File: config.mk
export PLATFORM = sky130hd
export DESIGN_NAME = seg_scan_ctrl_flat
export DESIGN_NICKNAME = d
export VERILOG_FILES = /design/src/rtl/seg_scan_if.sv /design/src/rtl/seg_scan_ctrl.sv /design/src/flat_wrapper.sv
export SDC_FILE = /design/constraint.sdc
export NUM_CORES = 1
export LEC_CHECK = 0
export BUFFER_PORTS_ARGS = -buffer_cell sky130_fd_sc_hd__buf_2
export CELL_PAD_IN_SITES_DETAIL_PLACEMENT = 1
export CELL_PAD_IN_SITES_GLOBAL_PLACEMENT = 1
export CORE_ASPECT_RATIO = 1.4
export CORE_MARGIN = 2
export CORE_UTILIZATION = 47
export DETAILED_ROUTE_END_ITERATION = 10
export PLACE_DENSITY = 0.85
export SLEW_MARGIN = 20
export SYNTH_ARGS = -nofsm -noshare
export SYNTH_HDL_FRONTEND = slang
export SYNTH_SLANG_ARGS = --single-unit
File: constraint.sdc
create_clock -name clk -period 6.75 [get_ports clk]
set_input_delay 0.3375 -clock clk [delete_from_list [all_inputs] [get_ports clk]]
set_output_delay 0.3375 -clock clk [all_outputs]
set_load 0.005 [all_outputs]
File: src/rtl/seg_scan_if.sv
// seg_scan_if: handshake and display bus between requester, scan controller and seg7 decoder
//   en, load            scan enable and capture request (requester -> controller)
//   digits_in, dp_in    nibble i / dp bit i belong to digit i (requester -> controller)
//   dec_digit, dec_dp   nibble and decimal point for the shared decoder (controller -> display)
//   dig_en              one-hot digit enable, all-zero while blanked (controller -> display)
//   frame_start         1-cycle pulse on entry to the digit-0 slot
//   load_ack            1-cycle pulse when the shadow registers capture
interface seg_scan_if #(parameter int NUM_DIGITS = 4);
  logic                    en;
  logic                    load;
  logic [4*NUM_DIGITS-1:0] digits_in;
  logic [NUM_DIGITS-1:0]   dp_in;
  logic [3:0]              dec_digit;
  logic                    dec_dp;
  logic [NUM_DIGITS-1:0]   dig_en;
  logic                    frame_start;
  logic                    load_ack;
  modport master (
    output en, load, digits_in, dp_in,
    input  dec_digit, dec_dp, dig_en, frame_start, load_ack
  );
  modport slave (
    input  en, load, digits_in, dp_in,
    output dec_digit, dec_dp, dig_en, frame_start, load_ack
  );
endinterface

File: src/rtl/seg_scan_ctrl.sv
// seg_scan_ctrl: time-multiplexed seven-segment scan controller with dead-time and frame-boundary load
//   clk, rst  clock and asynchronous active-high reset
//   bus       seg_scan_if.slave: en/load/digits_in/dp_in in; dec_digit/dec_dp/dig_en/frame_start/load_ack out
//   Optional: define SEG_SCAN_LZB_EN for leading-zero blanking (digit 0 is never blanked).
module seg_scan_ctrl #(
  parameter int NUM_DIGITS   = 4,
  parameter int CLK_DIV      = 10000,
  parameter int BLANK_CYCLES = 16
) (
  input logic       clk,
  input logic       rst,
  seg_scan_if.slave bus
);
  localparam int CW = $clog2(CLK_DIV);
  localparam int IW = $clog2(NUM_DIGITS);
  localparam logic [CW-1:0] BLANK_END = CW'(BLANK_CYCLES - 1);
  localparam logic [CW-1:0] SLOT_END  = CW'(CLK_DIV - 1);
  localparam logic [IW-1:0] IDX_END   = IW'(NUM_DIGITS - 1);
  typedef enum logic [1:0] {IDLE, BLANK, SHOW} state_t;
  state_t                  r_state, w_state_nxt;
  logic [CW-1:0]           r_cnt, w_cnt_nxt;
  logic [IW-1:0]           r_idx, w_idx_nxt;
  logic [4*NUM_DIGITS-1:0] r_digits, w_digits_nxt;
  logic [NUM_DIGITS-1:0]   r_dp, w_dp_nxt;
  logic [NUM_DIGITS-1:0]   r_dig_en, w_dig_en_nxt;
  logic [3:0]              r_dec_digit, w_dec_digit_nxt;
  logic                    r_dec_dp, w_dec_dp_nxt;
  logic                    r_frame, r_ack;
  logic                    w_frame, w_ack;
  logic [NUM_DIGITS-1:0]   w_lz;
  always_comb begin
    w_state_nxt = r_state;
    w_cnt_nxt   = r_cnt + 1'b1;
    w_idx_nxt   = r_idx;
    w_frame     = 1'b0;
    case (r_state)
      IDLE: begin
        w_state_nxt = BLANK;
        w_cnt_nxt   = '0;
        w_idx_nxt   = '0;
        w_frame     = 1'b1;
      end
      BLANK: w_state_nxt = (r_cnt == BLANK_END) ? SHOW : BLANK;
      SHOW: if (r_cnt == SLOT_END) begin
        w_state_nxt = BLANK;
        w_cnt_nxt   = '0;
        w_idx_nxt   = (r_idx == IDX_END) ? '0 : r_idx + 1'b1;
        w_frame     = (r_idx == IDX_END);
      end
      default: w_state_nxt = IDLE;
    endcase
    if (!bus.en) begin
      w_state_nxt = IDLE;
      w_cnt_nxt   = '0;
      w_idx_nxt   = '0;
      w_frame     = 1'b0;
    end
    w_ack           = w_frame & bus.load;
    w_digits_nxt    = w_ack ? bus.digits_in : r_digits;
    w_dp_nxt        = w_ack ? bus.dp_in : r_dp;
    // outputs are registered, so they are derived from the next state and next shadow;
    // that way a capture at a frame boundary is visible from the first BLANK cycle of digit 0
    w_dig_en_nxt    = (w_state_nxt == SHOW && !w_lz[w_idx_nxt]) ? NUM_DIGITS'(1) << w_idx_nxt : '0;
    w_dec_digit_nxt = (w_state_nxt == IDLE) ? 4'h0 : w_digits_nxt[{w_idx_nxt, 2'b00} +: 4];
    w_dec_dp_nxt    = (w_state_nxt == IDLE) ? 1'b0 : w_dp_nxt[w_idx_nxt];
  end
`ifdef SEG_SCAN_LZB_EN
  logic [NUM_DIGITS-1:0] w_zero;
  for (genvar i = 0; i < NUM_DIGITS; i++) begin : g_lz
    assign w_zero[i] = (w_digits_nxt[4*i +: 4] == 4'h0);
    if (i == 0) begin : g_lo
      assign w_lz[i] = 1'b0;
    end else begin : g_hi
      assign w_lz[i] = &w_zero[NUM_DIGITS-1:i];
    end
  end
`else
  assign w_lz = '0;
`endif
  always_ff @(posedge clk or posedge rst) begin
    if (rst) begin
      r_state     <= IDLE;
      r_cnt       <= '0;
      r_idx       <= '0;
      r_digits    <= '0;
      r_dp        <= '0;
      r_dig_en    <= '0;
      r_dec_digit <= '0;
      r_dec_dp    <= 1'b0;
      r_frame     <= 1'b0;
      r_ack       <= 1'b0;
    end else begin
      r_state     <= w_state_nxt;
      r_cnt       <= w_cnt_nxt;
      r_idx       <= w_idx_nxt;
      r_digits    <= w_digits_nxt;
      r_dp        <= w_dp_nxt;
      r_dig_en    <= w_dig_en_nxt;
      r_dec_digit <= w_dec_digit_nxt;
      r_dec_dp    <= w_dec_dp_nxt;
      r_frame     <= w_frame;
      r_ack       <= w_ack;
    end
  end
  assign bus.dig_en      = r_dig_en;
  assign bus.dec_digit   = r_dec_digit;
  assign bus.dec_dp      = r_dec_dp;
  assign bus.frame_start = r_frame;
  assign bus.load_ack    = r_ack;
endmodule

File: src/flat_wrapper.sv
// flat-port wrapper written by rule: the top's interface ports become plain ports
module seg_scan_ctrl_flat 
#(
  parameter int NUM_DIGITS   = 4,
  parameter int CLK_DIV      = 10000,
  parameter int BLANK_CYCLES = 16
)
  (clk, rst, bus_en, bus_load, bus_digits_in, bus_dp_in, bus_dec_digit, bus_dec_dp, bus_dig_en, bus_frame_start, bus_load_ack);
  seg_scan_if #(.NUM_DIGITS(NUM_DIGITS)) bus_i ();
  input logic clk;
  input logic rst;
  input wire logic [$bits(bus_i.en)-1:0] bus_en;
  input wire logic [$bits(bus_i.load)-1:0] bus_load;
  input wire logic [$bits(bus_i.digits_in)-1:0] bus_digits_in;
  input wire logic [$bits(bus_i.dp_in)-1:0] bus_dp_in;
  output wire logic [$bits(bus_i.dec_digit)-1:0] bus_dec_digit;
  output wire logic [$bits(bus_i.dec_dp)-1:0] bus_dec_dp;
  output wire logic [$bits(bus_i.dig_en)-1:0] bus_dig_en;
  output wire logic [$bits(bus_i.frame_start)-1:0] bus_frame_start;
  output wire logic [$bits(bus_i.load_ack)-1:0] bus_load_ack;
  assign bus_i.en = bus_en;
  assign bus_i.load = bus_load;
  assign bus_i.digits_in = bus_digits_in;
  assign bus_i.dp_in = bus_dp_in;
  assign bus_dec_digit = bus_i.dec_digit;
  assign bus_dec_dp = bus_i.dec_dp;
  assign bus_dig_en = bus_i.dig_en;
  assign bus_frame_start = bus_i.frame_start;
  assign bus_load_ack = bus_i.load_ack;
  seg_scan_ctrl #(.NUM_DIGITS(NUM_DIGITS), .CLK_DIV(CLK_DIV), .BLANK_CYCLES(BLANK_CYCLES)) u_core (.clk(clk), .rst(rst), .bus(bus_i));
endmodule
==> results of run 1 <==
## Yosys cell counts (2+ instances only)
cell type,n
sky130_fd_sc_hd__nand2_1,42
sky130_fd_sc_hd__buf_2,2
sky130_fd_sc_hd__o21ai_0,5
sky130_fd_sc_hd__nor3_1,4
sky130_fd_sc_hd__o32ai_1,5
sky130_fd_sc_hd__nor2_1,20
sky130_fd_sc_hd__inv_1,5
sky130_fd_sc_hd__xor2_1,3
sky130_fd_sc_hd__dfrtp_1,49
sky130_fd_sc_hd__a21oi_1,6
sky130_fd_sc_hd__mux2_4,7
sky130_fd_sc_hd__or4_4,2
sky130_fd_sc_hd__nand3_1,9
sky130_fd_sc_hd__mux2_2,4
sky130_fd_sc_hd__ha_1,2
sky130_fd_sc_hd__and3_1,11
sky130_fd_sc_hd__nand4_1,2
sky130_fd_sc_hd__nand2b_1,2
sky130_fd_sc_hd__xnor2_1,9
sky130_fd_sc_hd__buf_6,2
sky130_fd_sc_hd__clkbuf_1,6
sky130_fd_sc_hd__mux2i_1,7
## cell families (layout without fill, tap and decap cells)
logic type | after synthesis | after routing | share of synthesized area (%)
adder cells (fa/ha/maj) | 2 | 2 | 1.11
multiplexers | 18 | 18 | 9.75
XOR/XNOR | 12 | 12 | 4.65
AND/OR/NAND/NOR | 97 | 97 | 20.1
AO/OA/AOI/OAI | 23 | 23 | 6.81
flip-flops | 49 | 49 | 54.3
buffers and inverters | 15 | 47 | 3.27
## state kept, by name (all words and copies together) (netlist names)
name and flops:
u_core.r_idx 2, u_core.r_cnt 14, u_core.r_digits 16, u_core.bus.dec_digit 4, u_core.bus.load_ack 1, u_core.r_state 2, u_core.r_dp 4, u_core.bus.dec_dp 1
u_core.bus.dig_en 4, u_core.bus.frame_start 1
## cells in the final DEF (no fill, tap or decap), types with 6 or more instances in the layout
master                     netlist  routed
sky130_fd_sc_hd__clkbuf_8        0       6
sky130_fd_sc_hd__mux2i_1         7       7
sky130_fd_sc_hd__a21oi_1         6       6
sky130_fd_sc_hd__nor2_1         20      20
sky130_fd_sc_hd__xnor2_1         9       9
sky130_fd_sc_hd__nand3_1         9       9
sky130_fd_sc_hd__buf_2           2      34
sky130_fd_sc_hd__nand2_1        42      42
sky130_fd_sc_hd__mux2_4          7       7
sky130_fd_sc_hd__and3_1         11      11
sky130_fd_sc_hd__dfrtp_1        49      49
## where the power goes
part | switching, W | total (W) | internal [W]
clock | 0.0000992 | 0.000220 | 0.000120
combinational | 0.0000455 | 0.0000892 | 0.0000437
sequential | 0.0000167 | 0.000345 | 0.000328
total | 0.000161 | 0.000653 | 0.000492
## per-stage QoR
step           total power [W]  instances  utilization [%]  hold slack (ps)
2_1_floorplan         0.000410        216                -              425
3_3_place_gp          0.000435        302             53.6              456
6_report              0.000653        310             56.3              159
3_5_place_dp          0.000441        302             53.6              462
4_1_cts               0.000660        310             56.2              206
5_1_grt               0.000687        310             56.3              207
## final cells by class
type	count	area [um^2]
clock buffer	6	82.6
clock inverter	2	37.5
fill	553	2000
inverter	5	20.0
multi-input combinational	152	960
sequential	49	1230
tap	62	77.6
timing repair buffer	34	170
## metal layers
layer	routed length [um]	vias up
li1	-	797
met1	2020	828
met2	2910	29
met3	140	11
met4	167	0
met5	0	-
## how the worst max path moves through the flow
stage	start	to	slack, ps
6_report	u_core.r_cnt[5]	u_core.bus.dec_digit[0]	3800
5_1_grt	u_core.r_cnt[5]	u_core.bus.dec_digit[2]	3610
4_1_cts	u_core.r_cnt[4]	u_core.bus.dec_digit[0]	3590
3_5_place_dp	u_core.r_cnt[4]	u_core.bus.dec_digit[0]	3610
3_3_place_gp	u_core.r_cnt[4]	u_core.bus.dec_digit[2]	3700
2_1_floorplan	u_core.r_cnt[4]	u_core.bus.dec_digit[2]	4120
==> metrics.md, run 1 <==
| Metric | Value |
|---|---|
| Portion of the post-synthesis area used by sequential elements | `~54%` |
| Share of the synthesized area in the top cell type | `54.3%` |
| Final-stage net count | `approximately 270` |
| Number of cells on the critical path | `6` |
| CTS Sinks | `49` |
| Number of synthesis warnings | `0` |
| Leading cell types by total area after synthesis | `sky130_fd_sc_hd__dfrtp_1, sky130_fd_sc_hd__nand2_1, sky130_fd_sc_hd__mux2_4` |
| # H-tree levels | `2` |
| Total nets after synthesis | `242` |
| Initial antenna violation count | `0` |
| Actual transition at the worst max-transition pin | `840 ps` |
| Cell occurring most often along the worst timing path | `sky130_fd_sc_hd__or4_4` |
| Top achievable clock speed | `0.339 GHz` |
| Endpoint type of the worst setup path | `flop` |
| Maximum number of pins on one net before global-route repair | `50` |
| Peak supply drop | `between 0.0001 and 0.00015 V` |
| Area of the mapped netlist | `~2300 um^2` |
| Cell at the slowest stage of the critical path | `sky130_fd_sc_hd__a211o_2` |
| Worst-skew pair later-pin latency | `just over 300 ps` |
| M3 GR Usage | `4.33%` |
| Total gr overflow | `0` |
| Max Cap Viol | `0` |
| Crit Path Max Fanout | `31` |
| Global placement routability congestion | `between 0.7 and 0.8` |
| Top_reg_cell synth | `sky130_fd_sc_hd__dfrtp_1` |
| Crit path cell chain | `or4_4 > or4_4 > a211o_2 > mux2_4 > mux2i_1 > o32ai_1` |
| Average wire per standard cell | `about 17 um` |
| Top delay family on crit path | `simple AND/OR/NAND/NOR gates` |
| Num ports | `35` |
| Final worst path period need | `approximately 3000 ps` |
| Placed cell areas | `2450 um^2` |
| Share of async-settable or async-resettable flops after synthesis | `between 90% and 100%` |
| Postcts setup bufs | `0` |
| Final standard cell area without fillers | `2570 um^2` |
| Vertical extent of the die | `86.0 um` |
| Number of distinct library cell variants in the gate-level netlist after synthesis | `34` |
| Path class of the lowest-slack min-delay path | `in2async` |
| Number of pins exceeding their max-slew limit in the final report | `0` |
| Resized cells post-CTS | `0` |
| Library cell occupying the most area in the post-synthesis netlist | `sky130_fd_sc_hd__dfrtp_1` |
| Number of vias per cell after detailed routing | `5.37` |
| Total buffers and inverters traversed by the critical path | `0` |
| Static leakage | `between 1 and 1.5 nW` |
| Number of standard-cell rows in the floorplan | `29` |
| Start of the worst register-to-register path | `u_core.r_cnt[5]` |
| Cell Pwr Density | `254 nW/um^2` |
| Status | `completed` |
| R2R Path End | `u_core.bus.dec_digit[0]` |
| Max stage delay on crit path | `roughly 600 ps` |
| Area of the core | `about 4600 um^2` |
| Final hold violations | `0` |
| Global routing met1 resource utilization | `24.7%` |
| Antenna Violating Nets Remaining | `0` |
| Starting density of the core | `about half` |
| Tightest slew margin relative to the limit | `around 44%` |
| Setup slack after layout | `approximately 3800 ps` |
| Final HPWL DP | `between 3 and 4 mm` |
| Chip Width | `roughly 63 um` |
| Fraction of layout cells with a size suffix above 1 | `23.8%` |
| Data arrival at the endpoint of the critical path | `3140 ps` |
| Via count | `1,665` |
| Pre-Repair DR Iteration Count | `4` |
| Wire length of the first global-routing pass | `9.00 mm` |
| Residual DRC count | `0` |
| WP data required | `~7000 ps` |
| Routed wire length | `5.23 mm` |
| Setup-violating endpoint count in the final report | `0` |
| Detailed Route Iter0 Violations | `between 80 and 90` |
| Number of standard cells after synthesis | `216` |
| Post-synthesis register bit count | `just under 50` |
| Growth of design area from synthesis to finish | `14.0%` |
| Clock tree from TritonCTS | `done` |
| Buffer depth of the longest clock path | `2` |
| Hold buffer count at cts | `0` |
| Most crowded layer after global routing | `met2` |
| Vias in the first global route | `roughly 1,800` |
| Path type of the worst setup path | `reg2reg` |
| Aggregate negative setup slack | `0 ps` |
| Worst reg-to-reg path cell count | `6` |
| Clock Skews | `10.6 ps` |
| Number of enable-type register cells in the synthesized netlist | `0` |
| Minimum setup slack among reg-to-reg paths | `between 3000 and 4000 ps` |
| Worst slack at placement | `3610 ps` |
| Root buffer cell | `sky130_fd_sc_hd__clkbuf_8` |
| Average size of a mapped cell | `~10 um^2` |
| Kind of start point of the critical path | `flop` |
| Port Buffer Count | `34` |
| Setup repair after global routing missed its margin | `no` |
| Total track usage | `between 20 and 25%` |
| Total clock buffers created by CTS | `5` |
| Ratio of final minimum period to clock period | `43.8%` |
| Clock-pin slew on the worst setup and hold paths | `around 90 ps` |
| Full die area | `around 5400 um^2` |
| Routing usage on met2 | `39.5%` |
| Ant. Diodes | `0` |
Note: power is estimated with default switching activity, not from simulation.
==> run 2, diff against run 1 <==
- ABC_AREA: unset -> 1
- CORE_UTILIZATION: 47 -> 43
- PLACE_DENSITY: 0.85 -> 0.8
- clock period: 6.75 -> 3.03 ns (I/O delays scaled with it)
==> run 2 against run 1 <==
  * The flow now finishes with violations (negative hold slack)
  * Via count grew 17%
  * Highest routed layer unchanged
  * Sequential share of layout area shrank 3.1 points
  * Critical path depth grew 4
  * Total power grew 100%
  * Setup slack lost 3000 ps
  * Synthesized cell count grew 32%
==> metrics.md, run 2 <==
| Metric | Value |
|---|---|
| Setup slack after layout | `around 810 ps` |
| Ratio of final minimum period to clock period | `around three quarters` |
| Global placement routability congestion | `0.745` |
| Top_reg_cell synth | `sky130_fd_sc_hd__dfrtp_1` |
| Worst reg-to-reg path cell count | `10` |
| Share of async-settable or async-resettable flops after synthesis | `100%` |
| Clock tree from TritonCTS | `done` |
| Failing checks | `negative hold slack` |
| # H-tree levels | `2` |
| Vertical extent of the die | `roughly 93 um` |
| Total placed cells including tap cells | `383` |
| Highest-count cells in the layout ignoring fill and taps | `sky130_fd_sc_hd__nand2_1, sky130_fd_sc_hd__dfrtp_1, sky130_fd_sc_hd__buf_2` |
| Buffer depth of the longest clock path | `2` |
| Sw Share | `27.5%` |
| Leading cell types by total area after synthesis | `sky130_fd_sc_hd__dfrtp_1, sky130_fd_sc_hd__nand2_1, sky130_fd_sc_hd__inv_1` |
| Portion of total power attributed to sequential cells | `a little under three fifths` |
| WP data required | `3220 ps` |
| Reg with most FFs | `u_core.r_digits` |
| Detailed Route Iter0 Violations | `47` |
| Static leakage | `approximately 1.5 nW` |
| Wire length of the first global-routing pass | `approximately 9.6 mm` |
| Actual transition at the worst max-transition pin | `approximately 860 ps` |
| Hold buffer count at cts | `0` |
| R2R Path End | `u_core.bus.dec_digit[0]` |
| Total track usage | `20.4%` |
| Status | `finished, violations left` |
| Max reg flops | `16` |
| Residual DRC count | `0` |
| Vias in the first global route | `2,124` |
| Number of synthesis warnings | `0` |
| Path type of the worst setup path | `reg2reg` |
| Crit Path Max Fanout | `11` |
| Via count | `roughly 1,900` |
| Data arrival at the endpoint of the critical path | `roughly 2400 ps` |
| Endpoint type of the worst setup path | `flop` |
| Ant. Diodes | `0` |
| Tightest slew margin relative to the limit | `between 40% and 50%` |
| Root buffer cell | `sky130_fd_sc_hd__clkbuf_8` |
| CTS Sinks | `between 40 and 50` |
| Aggregate negative setup slack | `0 ps` |
| Library cell occupying the most area in the post-synthesis netlist | `sky130_fd_sc_hd__dfrtp_1` |
| Final HPWL DP | `between 4 and 5 mm` |
| Setup-violating endpoint count in the final report | `0` |
| Most frequent cells after synthesis | `sky130_fd_sc_hd__nand2_1, sky130_fd_sc_hd__dfrtp_1, sky130_fd_sc_hd__inv_1` |
| Number of fill cells in the layout | `around 680` |
| Top Registers | `u_core.r_digits: 16 flops, u_core.r_cnt: 14 flops` |
| Cell internal power dissipation | `0.000964 W` |
| Num ports | `35` |
| Total clock buffers created by CTS | `5` |
| Minimum setup slack among reg-to-reg paths | `about 810 ps` |
| Clock-pin slew on the worst setup and hold paths | `approximately 90 ps` |
| Total gr overflow | `0` |
| Final worst path period need | `roughly 2200 ps` |
| Cell Pwr Density | `slightly below 500 nW/um^2` |
| Clock share of power | `between 20% and 30%` |
| Final-stage net count | `348` |
| Total nets after synthesis | `slightly above 300` |
| Full die area | `around 6300 um^2` |
| Number of distinct library cell variants in the gate-level netlist after synthesis | `32` |
| Start of the worst register-to-register path | `u_core.r_cnt[0]` |
| Number of standard-cell rows in the floorplan | `32` |
| Combinational Power Share | `between 15 and 20%` |
| Pre-Repair DR Iteration Count | `4` |
| Area of the mapped netlist | `about 2500 um^2` |
| Number of standard cells after synthesis | `around 290` |
| Maximum number of pins on one net before global-route repair | `50` |
| Share of the synthesized area in the top cell type | `50.0%` |
| Final hold violations | `22` |
| Fraction of layout cells with a size suffix above 1 | `around 24%` |
| Number of enable-type register cells in the synthesized netlist | `0` |
| Commonest non-fill, non-tap cell in the layout | `sky130_fd_sc_hd__nand2_1` |
| Number of vias per cell after detailed routing | `between 4 and 5` |
| Area of the core | `5530 um^2` |
| Kind of start point of the critical path | `flop` |
| Resized cells post-CTS | `0` |
| Average size of a mapped cell | `about 8.6 um^2` |
| Growth of design area from synthesis to finish | `12.3%` |
| Top achievable clock speed | `0.451 GHz` |
| Worst slack at placement | `roughly 790 ps` |
| Max Cap Viol | `0` |
| Worst-skew pair later-pin latency | `approximately 300 ps` |
| Final standard cell count with taps included and fillers excluded | `391` |
| Most used standard cell by instance count after synthesis | `sky130_fd_sc_hd__nand2_1` |
| Chip Width | `67.8 um` |
| Antenna Violating Nets Remaining | `0` |
| Setup repair after global routing missed its margin | `no` |
| Port Buffer Count | `34` |
| Clock Skews | `around 10 ps` |
| Routed wire length | `between 5 and 6 mm` |
| Peak supply drop | `between 0.0002 and 0.0003 V` |
| Starting density of the core | `44.4%` |
| Initial antenna violation count | `0` |
| Worst hold slack | `-29.5 ps` |
| Average wire per standard cell | `approximately 14 um` |
| Path class of the lowest-slack min-delay path | `in2async` |
| Total net switching power | `0.000366 W` |
| Post-synthesis register bit count | `49` |
| Number of pins exceeding their max-slew limit in the final report | `0` |
| Postcts setup bufs | `0` |
| Portion of the post-synthesis area used by sequential elements | `approximately half` |
## run 2: cell types whose count changed in the layout (fill, tap and decap cells not counted), moves of 7 or more
cell / delta
sky130_fd_sc_hd__nand2_1: +40
sky130_fd_sc_hd__inv_1: +25
sky130_fd_sc_hd__nand2_2: +13
sky130_fd_sc_hd__and3_1: -9
sky130_fd_sc_hd__nor2_1: +8
sky130_fd_sc_hd__mux2_4: -7
sky130_fd_sc_hd__mux2i_1: -7
sky130_fd_sc_hd__nand4_1: +7
sky130_fd_sc_hd__xnor2_1: -7
## run 2: stage by stage
step	power (W)	cell area [um^2]	util, %
2_1_floorplan	0.000900	2450	-
3_3_place_gp	0.000959	2670	48.3
3_5_place_dp	0.000970	2670	48.3
4_1_cts	0.00135	2750	49.8
5_1_grt	0.00141	2760	49.9
6_report	0.00133	2760	49.9
## run 2: area by class of cell
class                   instances  area (um^2)  share of cell area, %
well taps                      68         85.1                   3.09
flip-flops and latches         49         1230                   44.5
repair buffers                 35          178                   6.45
clock inverters                 1         7.51                  0.272
inverters                      35          134                   4.86
clock buffers                   7         76.3                   2.77
multi-input cells             196         1050                   38.1
## run 2: logic make-up after synthesis
| family | share of synthesized area [%] |
|---|---|
| and+or+nand+nor | 34.3 |
| DFF | 50.0 |
| buffers and inverters | 7.29 |
| AOI/OAI and AO/OA | 5.30 |
| xor gates and xnor gates | 2.14 |
| adders and majority gates | 1.02 |
## run 2: critical path, cell delays in order, from the launching register on
cell and delay, ps:
sky130_fd_sc_hd__dfrtp_1 370, sky130_fd_sc_hd__ha_1 210, sky130_fd_sc_hd__nand3_2 140, sky130_fd_sc_hd__nor2_4 180, sky130_fd_sc_hd__nand2_4 90, sky130_fd_sc_hd__a21oi_2 460
sky130_fd_sc_hd__nor2_2 150, sky130_fd_sc_hd__o21ai_2 150, sky130_fd_sc_hd__inv_1 110, sky130_fd_sc_hd__nor2_2 180, sky130_fd_sc_hd__nor2_1 70
## run 2: worst max path at each step
| stage | start | cells after the start | slack, ps | endpoint |
|---|---|---|---|---|
| after floorplan | u_core.r_cnt[0] | 11 | 1340 | u_core.bus.dec_digit[0] |
| after global placement | u_core.r_cnt[0] | 10 | 870 | u_core.bus.dec_digit[1] |
| after detailed placement | u_core.r_cnt[0] | 10 | 790 | u_core.bus.dec_digit[2] |
| after CTS | u_core.r_cnt[0] | 10 | 780 | u_core.bus.dec_dp |
| after global routing | u_core.r_cnt[0] | 10 | 560 | u_core.bus.dec_digit[1] |
| final | u_core.r_cnt[0] | 10 | 810 | u_core.bus.dec_digit[0] |
## run 2: per-layer routing
| metal | global-route usage [%] | vias up | part of all wire, % |
|---|---|---|---|
| li1 | - | 963 | - |
| met1 | 22.1 | 951 | 38 |
| met2 | 38.7 | 21 | 58 |
| met3 | 3.49 | 5 | 2.2 |
| met4 | 6.50 | 0 | 1.5 |
| met5 | 0 | - | 0 |
## run 2: power by group through the flow
stage / Sequential [W] / Combinational (W) / Clock (W)
2_1_floorplan: 0.000760 / 0.000141 / 0
3_3_place_gp: 0.000763 / 0.000196 / 0
3_5_place_dp: 0.000766 / 0.000204 / 0
4_1_cts: 0.000754 / 0.000205 / 0.000392
5_1_grt: 0.000761 / 0.000233 / 0.000417
6_report: 0.000754 / 0.000200 / 0.000376
==> run 3, diff against run 2 <==
- ABC_AREA: 1 -> 0
- CORE_UTILIZATION: 43 -> 39
- PLACE_DENSITY: 0.8 -> 0.75
- clock period: 3.03 -> 1.8 ns (I/O delays scaled with it)
==> run 3 against run 2 <==
  * Non-clock buffer count up 49
  * Sequential cell count unchanged
  * The flow finishes with violations (negative setup slack)
  * Worst hold slack gained 33 ps
  * Register-to-register slack lost 1600 ps
  * Combinational power is 130% higher
  * Utilization rose by 6.9 points
  * Fmax is 14% lower
  * Sequential power grew 70%
  * Clock skew fell by 3.3 ps
  * Critical path type unchanged
==> metrics.md, run 3 (same netlist as run 1, synthesis figures left out) <==
| Metric | Value |
|---|---|
| Number of pins exceeding their max-slew limit in the final report | `0` |
| Detailed Route Iter0 Violations | `67` |
| Path class of the lowest-slack min-delay path | `in2reg` |
| Top delay family on crit path | `simple AND/OR/NAND/NOR gates` |
| Minimum setup slack among reg-to-reg paths | `-760 ps` |
| Final Core Density | `56.8%` |
| Peak supply drop | `0.000499 V` |
| Most crowded layer after global routing | `met2` |
| Final worst path period need | `2560 ps` |
| Via count | `between 1,500 and 2,000` |
| Sw Share | `roughly 27%` |
| Total track usage | `20.8%` |
| Ant. Diodes | `0` |
| Average wire per standard cell | `approximately 17 um` |
| Max reg flops | `16` |
| Worst setup path end | `u_core.bus.dec_digit[0]` |
| Wire length of the first global-routing pass | `a little under 10 mm` |
| Setup-violating endpoint count in the final report | `49` |
| Port Buffer Count | `34` |
| Total clock buffers created by CTS | `5` |
| Setup slack after layout | `-764 ps` |
| Max Cap Viol | `0` |
| Cell occurring most often along the worst timing path | `sky130_fd_sc_hd__or4_4` |
| Max stage delay on crit path | `around 540 ps` |
| Endpoint type of the worst setup path | `flop` |
| Setup repair after global routing missed its margin | `yes` |
| Top Registers | `u_core.r_digits: 16 flops, u_core.r_cnt: 14 flops` |
| Root buffer cell | `sky130_fd_sc_hd__clkbuf_8` |
| Combinational Power Share | `roughly 20%` |
| Initial antenna violation count | `0` |
| Crit path cell chain | `or4_4 > or4_4 > a211o_1 > buf_12 > mux2_4 > mux2i_4 > o32ai_2` |
| Final standard cell area without fillers | `3160 um^2` |
| Cell at the slowest stage of the critical path | `sky130_fd_sc_hd__or4_4` |
| Commonest non-fill, non-tap cell in the layout | `sky130_fd_sc_hd__dfrtp_1` |
| Number of cells on the critical path | `7` |
| Cell Pwr Density | `~750 nW/um^2` |
| Maximum number of pins on one net before global-route repair | `26` |
| Starting density of the core | `40.6%` |
| Static leakage | `approximately 1.6 nW` |
| Vertical extent of the die | `approximately 94 um` |
| Number of vias per cell after detailed routing | `a little over 5` |
| Status | `finished, violations left` |
| Worst reg-to-reg path cell count | `7` |
| Worst-skew pair later-pin latency | `around 300 ps` |
| Residual DRC count | `0` |
| Total net switching power | `roughly 0.00064 W` |
| WP data required | `around 2000 ps` |
| Antenna Violating Nets Remaining | `0` |
| Area of the core | `between 5000 and 6000 um^2` |
| Crit Path Max Fanout | `11` |
| CTS Sinks | `49` |
| Vias in the first global route | `about 2,100` |
| Clock-pin slew on the worst setup and hold paths | `90 ps` |
| Final hold violations | `0` |
| Actual transition at the worst max-transition pin | `401 ps` |
| Total buffers and inverters traversed by the critical path | `1` |
| Top achievable clock speed | `0.390 GHz` |
| Start of the worst register-to-register path | `u_core.r_cnt[7]` |
| Number of standard-cell rows in the floorplan | `32` |
| Path type of the worst setup path | `reg2reg` |
| Growth of design area from synthesis to finish | `40.0%` |
| Full die area | `6420 um^2` |
| Total gr overflow | `0` |
| Global routing met1 resource utilization | `between 20% and 30%` |
| Data arrival at the endpoint of the critical path | `approximately 2800 ps` |
| Failing checks | `negative setup slack` |
| Highest-count cells in the layout ignoring fill and taps | `sky130_fd_sc_hd__dfrtp_1, sky130_fd_sc_hd__nand2_1, sky130_fd_sc_hd__buf_4` |
| Timing startpoint of the critical path | `u_core.r_cnt[7]` |
| Clock tree from TritonCTS | `done` |
| Final-stage net count | `about 320` |
| Ratio of final minimum period to clock period | `142%` |
| Global placement routability congestion | `slightly below 0.8` |
| Reg with most FFs | `u_core.r_digits` |
| Cell internal power dissipation | `around 0.0017 W` |
| Final HPWL DP | `3.97 mm` |
| Clock share of power | `26.7%` |
| Buffer depth of the longest clock path | `2` |
| M3 GR Usage | `under 10%` |
| Pre-Repair DR Iteration Count | `4` |
| Kind of start point of the critical path | `flop` |
| Clock Skews | `6.82 ps` |
| Routed wire length | `roughly 6.2 mm` |
| # H-tree levels | `2` |
| Chip Width | `between 60 and 70 um` |
| R2R Path End | `u_core.bus.dec_digit[0]` |
| Num ports | `35` |
| Placed cell areas | `about 2700 um^2` |
| Tightest slew margin relative to the limit | `73.0%` |
| Portion of total power attributed to sequential cells | `a little over half` |
| Fraction of layout cells with a size suffix above 1 | `40.5%` |
| Routing usage on met2 | `41.0%` |
| Total power of the final layout | `0.00238 W` |
-- run 3: cell count changes in the layout (fill, tap and decap cells not counted), moves of 12 or more --
| cell | previous run | this run |
|---|---|---|
| sky130_fd_sc_hd__inv_1 | 29 | 0 |
| sky130_fd_sc_hd__nand2_1 | 82 | 40 |
| sky130_fd_sc_hd__buf_4 | 1 | 36 |
| sky130_fd_sc_hd__nand2_2 | 13 | 1 |
-- run 3: worst min-delay path by stage --
stage,depth (start not counted),slack (ps),endpoint,startpoint
after floorplan,2,200,u_core.r_digits[0],bus_digits_in[0]
after global placement,3,160,u_core.r_digits[12],rst
after detailed placement,3,170,u_core.r_dp[3],rst
after CTS,3,1,u_core.r_digits[1],bus_digits_in[1]
after global routing,3,20,u_core.r_digits[1],bus_digits_in[1]
final,3,3,u_core.r_digits[1],bus_digits_in[1]
-- run 3: layout make-up --
| class | count | area, um^2 |
|---|---|---|
| inverters | 5 | 18.8 |
| repair buffers | 84 | 608 |
| fillers | 623 | 2400 |
| multi-input cells | 153 | 1140 |
| clock buffers | 8 | 80.1 |
| well taps | 68 | 85.1 |
| flip-flops and latches | 49 | 1230 |
-- run 3: layer usage --
metal / wire length (um) / up-vias / part of all wire (%)
met5: 0 / - / 0
met4: 93 / 0 / 1.5
met3: 137 / 7 / 2.2
met2: 3600 / 26 / 58
met1: 2340 / 949 / 38
li1: - / 902 / -
-- run 3: repair_timing --
action,4_1_cts,5_1_grt
gates cloned,1,0
endpoints found under the setup margin,49,49
hold endpoints to repair,54,0
hold buffers,6,0
buffers inserted,7,5
gates resized for setup,27,12
pin swaps,6,6
-- run 3: power by group through the flow --
stage | Clock, W | Sequential, W | Combinational [W]
4_1_cts | 0.000647 | 0.00128 | 0.000437
3_5_place_dp | 0 | 0.00130 | 0.000384
3_3_place_gp | 0 | 0.00130 | 0.000370
5_1_grt | 0.000698 | 0.00129 | 0.000520
6_report | 0.000637 | 0.00128 | 0.000464
2_1_floorplan | 0 | 0.00129 | 0.000257
-- run 3: tightest hold or removal path, delay by kind of cell --
kind | cells | cell delay [ps]
buffers and inverters | 1 | 90
AND/OR/NAND/NOR | 2 | 90
-- run 3: per-stage QoR --
stage | setup slack (ps) | std cells | setup TNS, ps | hold slack, ps
after floorplan | -678 | 216 | -18110 | 202
after global placement | -837 | 340 | -20250 | 163
after detailed placement | -848 | 340 | -21850 | 167
after CTS | -752 | 362 | -19920 | 1.44
after global routing | -830 | 367 | -25990 | 18.9
final | -764 | 367 | -23020 | 3.39
